## config.mk

```make
export PLATFORM = sky130hd
export DESIGN_NAME = cpu_ctrl_unit_flat
export DESIGN_NICKNAME = d
export VERILOG_FILES = /design/src/rtl/cpu_ctrl_unit_if.sv /design/src/rtl/cpu_ctrl_unit.sv /design/src/flat_wrapper.sv
export SDC_FILE = /design/constraint.sdc
export NUM_CORES = 1
export LEC_CHECK = 0
export ABC_AREA = 1
export BUFFER_PORTS_ARGS = -buffer_cell sky130_fd_sc_hd__buf_4
export CAP_MARGIN = 0
export CORE_ASPECT_RATIO = 2
export CORE_UTILIZATION = 25
export DETAILED_ROUTE_END_ITERATION = 8
export SLEW_MARGIN = 20
export SYNTH_ARGS = -nofsm -noshare
export SYNTH_HDL_FRONTEND = slang
export SYNTH_SLANG_ARGS = --single-unit
```

## constraint.sdc

```tcl
create_clock -name clk -period 1.9 [get_ports clk]
set_input_delay 0.38 -clock clk [delete_from_list [all_inputs] [get_ports clk]]
set_output_delay 0.38 -clock clk [all_outputs]
set_load 0.01 [all_outputs]
```

## src/rtl/cpu_ctrl_unit_if.sv

```systemverilog
// Bus between the control/execute unit and its environment (instruction source
// plus register file). The unit connects through the slave modport.
interface cpu_ctrl_unit_if #(
  parameter int N = 2,
  parameter int M = 4
);
  localparam int IW = 3 + 3*N;

  logic          instr_valid;
  logic          instr_ready;
  logic [IW-1:0] instr;
  logic [N-1:0]  A_adr;
  logic [N-1:0]  B_adr;
  logic [M-1:0]  A_dat;
  logic [M-1:0]  B_dat;
  logic          Write;
  logic [N-1:0]  D_adr;
  logic [M-1:0]  D_dat;
  logic          flag_z;
  logic          flag_c;
  logic          halted;
  logic          busy;

  // Environment side: issues instructions and serves register reads.
  modport master (
    output instr_valid, instr, A_dat, B_dat,
    input  instr_ready, A_adr, B_adr, Write, D_adr, D_dat,
           flag_z, flag_c, halted, busy
  );

  // Control unit side.
  modport slave (
    input  instr_valid, instr, A_dat, B_dat,
    output instr_ready, A_adr, B_adr, Write, D_adr, D_dat,
           flag_z, flag_c, halted, busy
  );
endinterface

```

## src/rtl/cpu_ctrl_unit.sv

```systemverilog
// Multi-cycle control/execute stage: FETCH -> DECODE -> EXEC -> WB, with a
// sticky HALT state; drives register-file reads and a one-cycle write-back.
module cpu_ctrl_unit #(
  parameter int N = 2,
  parameter int M = 4
) (
  input  logic           clk,
  input  logic           rst,
  cpu_ctrl_unit_if.slave bus
);
  localparam int IW = 3 + 3*N;

  localparam logic [2:0] OP_NOP  = 3'b000;
  localparam logic [2:0] OP_ADD  = 3'b001;
  localparam logic [2:0] OP_SUB  = 3'b010;
  localparam logic [2:0] OP_AND  = 3'b011;
  localparam logic [2:0] OP_OR   = 3'b100;
  localparam logic [2:0] OP_XOR  = 3'b101;
  localparam logic [2:0] OP_MOV  = 3'b110;
  localparam logic [2:0] OP_HALT = 3'b111;

  typedef enum logic [2:0] {
    S_FETCH  = 3'd0,
    S_DECODE = 3'd1,
    S_EXEC   = 3'd2,
    S_WB     = 3'd3,
    S_HALT   = 3'd4
  } state_t;

  state_t        r_state;
  logic [IW-1:0] r_ir;
  logic [M-1:0]  r_res;
  logic          r_z;
  logic          r_c;
  logic          r_halted;

  logic [2:0]    w_op;
  logic [N-1:0]  w_d;
  logic [N-1:0]  w_a;
  logic [N-1:0]  w_b;
  logic          w_accept;
  logic [M:0]    w_sum;
  logic [M-1:0]  w_res;
  logic          w_c;
  logic          w_z;
  logic          w_flags_upd;

  assign w_op = r_ir[IW-1 -: 3];
  assign w_d  = r_ir[3*N-1 -: N];
  assign w_a  = r_ir[2*N-1 -: N];
  assign w_b  = r_ir[N-1:0];

  assign w_accept = (r_state == S_FETCH) && bus.instr_valid;

  // ALU works on the asynchronous read data, which is stable once the IR is loaded.
  always_comb begin
    w_sum       = {1'b0, bus.A_dat} + {1'b0, bus.B_dat};
    w_res       = '0;
    w_c         = 1'b0;
    w_flags_upd = 1'b1;
    case (w_op)
      OP_ADD: begin
        w_res = w_sum[M-1:0];
        w_c   = w_sum[M];
      end
      OP_SUB: begin
        w_res = bus.A_dat - bus.B_dat;
        w_c   = (bus.A_dat < bus.B_dat);
      end
      OP_AND: w_res = bus.A_dat & bus.B_dat;
      OP_OR:  w_res = bus.A_dat | bus.B_dat;
      OP_XOR: w_res = bus.A_dat ^ bus.B_dat;
      OP_MOV: begin
        w_res       = bus.A_dat;
        w_flags_upd = 1'b0;
      end
      default: w_flags_upd = 1'b0;
    endcase
    w_z = (w_res == '0);
  end

  always_ff @(posedge clk) begin
    if (rst) begin
      r_state  <= S_FETCH;
      r_ir     <= '0;
      r_res    <= '0;
      r_z      <= 1'b0;
      r_c      <= 1'b0;
      r_halted <= 1'b0;
    end else begin
      case (r_state)
        S_FETCH: begin
          if (w_accept) begin
            r_ir    <= bus.instr;
            r_state <= S_DECODE;
          end
        end
        S_DECODE: begin
          case (w_op)
            OP_NOP:  r_state <= S_FETCH;
            OP_HALT: begin
              r_state  <= S_HALT;
              r_halted <= 1'b1;
            end
            default: r_state <= S_EXEC;
          endcase
        end
        S_EXEC: begin
          r_res <= w_res;
          if (w_flags_upd) begin
            r_z <= w_z;
            r_c <= w_c;
          end
          r_state <= S_WB;
        end
        S_WB:    r_state <= S_FETCH;
        S_HALT:  r_state <= S_HALT;
        default: r_state <= S_FETCH;
      endcase
    end
  end

  // Strobes come straight from the state and are masked during reset.
  assign bus.instr_ready = (r_state == S_FETCH) && !rst;
  assign bus.Write       = (r_state == S_WB) && !rst;
  assign bus.busy        = ((r_state == S_DECODE) || (r_state == S_EXEC) ||
                            (r_state == S_WB)) && !rst;

  assign bus.A_adr  = w_a;
  assign bus.B_adr  = w_b;
  assign bus.D_adr  = w_d;
  assign bus.D_dat  = r_res;
  assign bus.flag_z = r_z;
  assign bus.flag_c = r_c;
  assign bus.halted = r_halted;
endmodule

```

## src/flat_wrapper.sv

```systemverilog
// flat-port wrapper written by rule: the top's interface ports become plain ports
module cpu_ctrl_unit_flat 
#(
  parameter int N = 2,
  parameter int M = 4
)
  (clk, rst, bus_instr_valid, bus_instr, bus_A_dat, bus_B_dat, bus_instr_ready, bus_A_adr, bus_B_adr, bus_Write, bus_D_adr, bus_D_dat, bus_flag_z, bus_flag_c, bus_halted, bus_busy);
  cpu_ctrl_unit_if #(.N(N), .M(M)) bus_i ();
  input  logic clk;
  input  logic rst;
  input wire logic [$bits(bus_i.instr_valid)-1:0] bus_instr_valid;
  input wire logic [$bits(bus_i.instr)-1:0] bus_instr;
  input wire logic [$bits(bus_i.A_dat)-1:0] bus_A_dat;
  input wire logic [$bits(bus_i.B_dat)-1:0] bus_B_dat;
  output wire logic [$bits(bus_i.instr_ready)-1:0] bus_instr_ready;
  output wire logic [$bits(bus_i.A_adr)-1:0] bus_A_adr;
  output wire logic [$bits(bus_i.B_adr)-1:0] bus_B_adr;
  output wire logic [$bits(bus_i.Write)-1:0] bus_Write;
  output wire logic [$bits(bus_i.D_adr)-1:0] bus_D_adr;
  output wire logic [$bits(bus_i.D_dat)-1:0] bus_D_dat;
  output wire logic [$bits(bus_i.flag_z)-1:0] bus_flag_z;
  output wire logic [$bits(bus_i.flag_c)-1:0] bus_flag_c;
  output wire logic [$bits(bus_i.halted)-1:0] bus_halted;
  output wire logic [$bits(bus_i.busy)-1:0] bus_busy;
  assign bus_i.instr_valid = bus_instr_valid;
  assign bus_i.instr = bus_instr;
  assign bus_i.A_dat = bus_A_dat;
  assign bus_i.B_dat = bus_B_dat;
  assign bus_instr_ready = bus_i.instr_ready;
  assign bus_A_adr = bus_i.A_adr;
  assign bus_B_adr = bus_i.B_adr;
  assign bus_Write = bus_i.Write;
  assign bus_D_adr = bus_i.D_adr;
  assign bus_D_dat = bus_i.D_dat;
  assign bus_flag_z = bus_i.flag_z;
  assign bus_flag_c = bus_i.flag_c;
  assign bus_halted = bus_i.halted;
  assign bus_busy = bus_i.busy;
  cpu_ctrl_unit #(.N(N), .M(M)) u_core (.clk(clk), .rst(rst), .bus(bus_i));
endmodule
```

==> impl_metrics.toml <==
[place]
dpl.cell_count = 301
gp_congestion = 0.832
io_buffers = 35
post_dp_cell_area_mm2 = 0.00168
dp_hpwl_um = 3090

[critical_path]
critPathCaptureType = "register"
cp-start-kind = "primary input"
critPathArrivalTime_ns = 1.87
cp_max_fo = 3
path_class = "primary input to register"
worstPathRequired_ns = 2.08

[synth]
synthSimpleGateAreaFrac_pct = 33.9
synth_fa_ha_area_share_pct = 13.5
yosys_warnings = 0
ys_seq_elements = 19
syn_inst = 217
mappedNetlistArea_mm2 = 0.00141
avgSynthCellArea_um2 = 6.49
synth_fp_nets = 251
synth_compound_area_share_pct = 11.6
synth_xor_area_share_pct = 0
yosysUniqueCellTypes = 22
synth_mux_area_share_pct = 0
ys_seq_area_share_pct = 27.0
synth_top_family_by_area = "simple AND/OR/NAND/NOR gates"

[detailed_routing]
routed_wirelength_um = 3670
antenna_left = 0
drt_iter0_drc = 36
drc = 0
vias_per_cell = 4.67
dr.pass1.iters = 4
vias = 1425
routedWlPerCell_um = 12.0

[clock_tree]
htreeDepth = 1
clock-sinks = 19
postCtsHoldBufs = 0
numCtsBuffers = 3
root_buffer = "clkbuf_8"
clkLatencyLatePin_ns = 0.25
cts_tree = "yes"
clockBufferDepth = 2
cts-resized-gates = 0
path_clk_slew_ns = 0.07
postCtsSetupBuffers = 0

[grt]
grt_max_degree = 17
track_usage_pct = 14.0
antenna_found_initial = 0
grt_pass1_wl_um = 5970
globalRoute.totalOverflow = 0
grt_pass1_vias = 1397

[cells_and_area]
diodes = 0
area_growth_pct = 22.4
seqCellArea_um2 = 380
layout-drive-gt1-share_pct = 20.4
final_util_pct = 31.8
nNetsFinal = 280
layout.cells.non_filler = 305
final_area_mm2 = 0.00172
multiInputGateArea_um2 = 832
filler_cell_count = 656

[sta]
fin_crit_ns = 1.68
skew_ns = 0.00441
setup-tns-final_ns = 0
rsz0062_at_grt = "no"
tightest_slew_ns = 0.418
hold_viol = 0
finalSetupViolCount = 0
fmax_ghz = 0.594
fin_crit_sh_pct = 88.7
finalMaxSlewViolations = 0
slew_headroom_pct = 71.9

[run_status]
outcome = "complete, no violations"

[die]
ios = 36
die_h_um = 108
die_w_um = 55.1
start_util_pct = 26.0
die_area_mm2 = 0.00596
core_mm2 = 0.00542
std_cell_rows = 38

[job]
cap_viol_max_count = 0

[power]
power_leakage_uw = 0.000914
peakVddDrop_uv = 347
total_power_uw = 1070
power_density_mw_per_mm2 = 622

[min_path]
hold_path_class = "primary input to register"
[per-stage QoR]
step	worst slack, ns	hold slack, ns
after floorplan	0.251	0.440
after global placement	-0.0225	0.444
after detailed placement	-0.0276	0.449
after CTS	0.206	0.391
after global routing	0.0682	0.404
final	0.216	0.398
[critical path, cell delays in order]
cell,delay [ns]
buf_4,0.12
inv_1,0.07
ha_1,0.13
inv_1,0.05
fa_1,0.41
inv_1,0.07
nand2_1,0.05
nand2_1,0.07
nor2_1,0.04
nor2_1,0.09
nand2_1,0.07
nor2_1,0.11
nand3_1,0.08
a21oi_1,0.13
[layer usage]
| metal | global-route usage [%] | wire length, um |
|---|---|---|
| met1 | 11.7 | 1140 |
| met3 | 1.41 | 126 |
| met4 | 11.6 | 264 |
| met2 | 26.2 | 2140 |
| met5 | 0 | 0 |
[flip-flops by register name, summed over array words and instances (netlist names)]
| register | cells |
|---|---|
| u_core.r_ir | 9 |
| u_core.bus.halted | 1 |
| u_core.bus.D_dat | 4 |
| u_core.bus.flag_z | 1 |
| u_core.bus.flag_c | 1 |
| u_core.r_state | 3 |
[cell families after synthesis]
group,count (synthesis)
flops,19
fa+ha+maj,14
compound gates,31
simple gates,109
buf+inv,44
[Yosys cell counts]
master	count	share of area (%)
nand2_1	53	14
nor2_1	29	7.7
inv_1	28	7.5
dfxtp_1	19	27
a21oi_1	18	6.4
nand3_1	14	5.0
ha_1	12	11
o21ai_0	9	3.2
buf_4	8	4.3
inv_2	4	1.1
clkbuf_1	3	0.80
nand3b_1	3	1.6
nand4_1	3	1.3
fa_1	2	2.8
nand3_2	2	1.4
nor2_4	2	1.6
nor3_1	2	0.71
o211ai_1	2	1.1
a21oi_2	1	0.62
buf_2	1	0.35
nor2_2	1	0.44
o21ai_1	1	0.35
[where the power goes]
group | internal (uW) | leakage [uW] | total (uW) | switching (uW)
sequential | 427 | 0.000155 | 459 | 32.6
combinational | 136 | 0.000733 | 337 | 201
clock | 146 | 0.0000255 | 277 | 131
total | 708 | 0.000914 | 1070 | 365
[path summary, 6_finish.rpt]
path,startpoint,to,slack [ns],depth (start not counted)
worst max register to register,u_core.r_ir[6]$_SDFFE_PP0P_,u_core.bus.flag_z$_SDFFE_PP0P_,0.28,9
worst max-delay path,bus_A_dat[0],u_core.bus.flag_z$_SDFFE_PP0P_,0.22,14
worst min-delay path,bus_instr[2],u_core.r_ir[2]$_SDFFE_PP0P_,0.40,3
worst min register to register,u_core.bus.halted$_SDFFE_PP0P_,u_core.bus.halted$_SDFFE_PP0P_,0.45,2
[cell type report]
type | instances | area share [%]
clock buffer | 3 | 2.39
clock inverter | 1 | 0.290
inverter | 32 | 6.97
multi-input combinational | 154 | 48.3
sequential | 19 | 22.1
tap | 60 | 4.35
timing repair buffer | 36 | 15.7
[cells in the final DEF, fill, tap and decap left out]
master    instances
nand2_1          53
clkinv_2          1
nor2_4            2
inv_2             4
a21oi_2           1
a21oi_1          18
ha_1             12
nor3_1            2
o21ai_0           9
nand3_2           2
nor2_1           29
o211ai_1          2
nand4_1           3
fa_1              2
nand3b_1          3
o21ai_1           1
inv_1            28
dfxtp_1          19
clkbuf_8          3
nand3_1          14
nor2_2            1
buf_4            36
No activity file was read; power rests on OpenSTA's default activity.
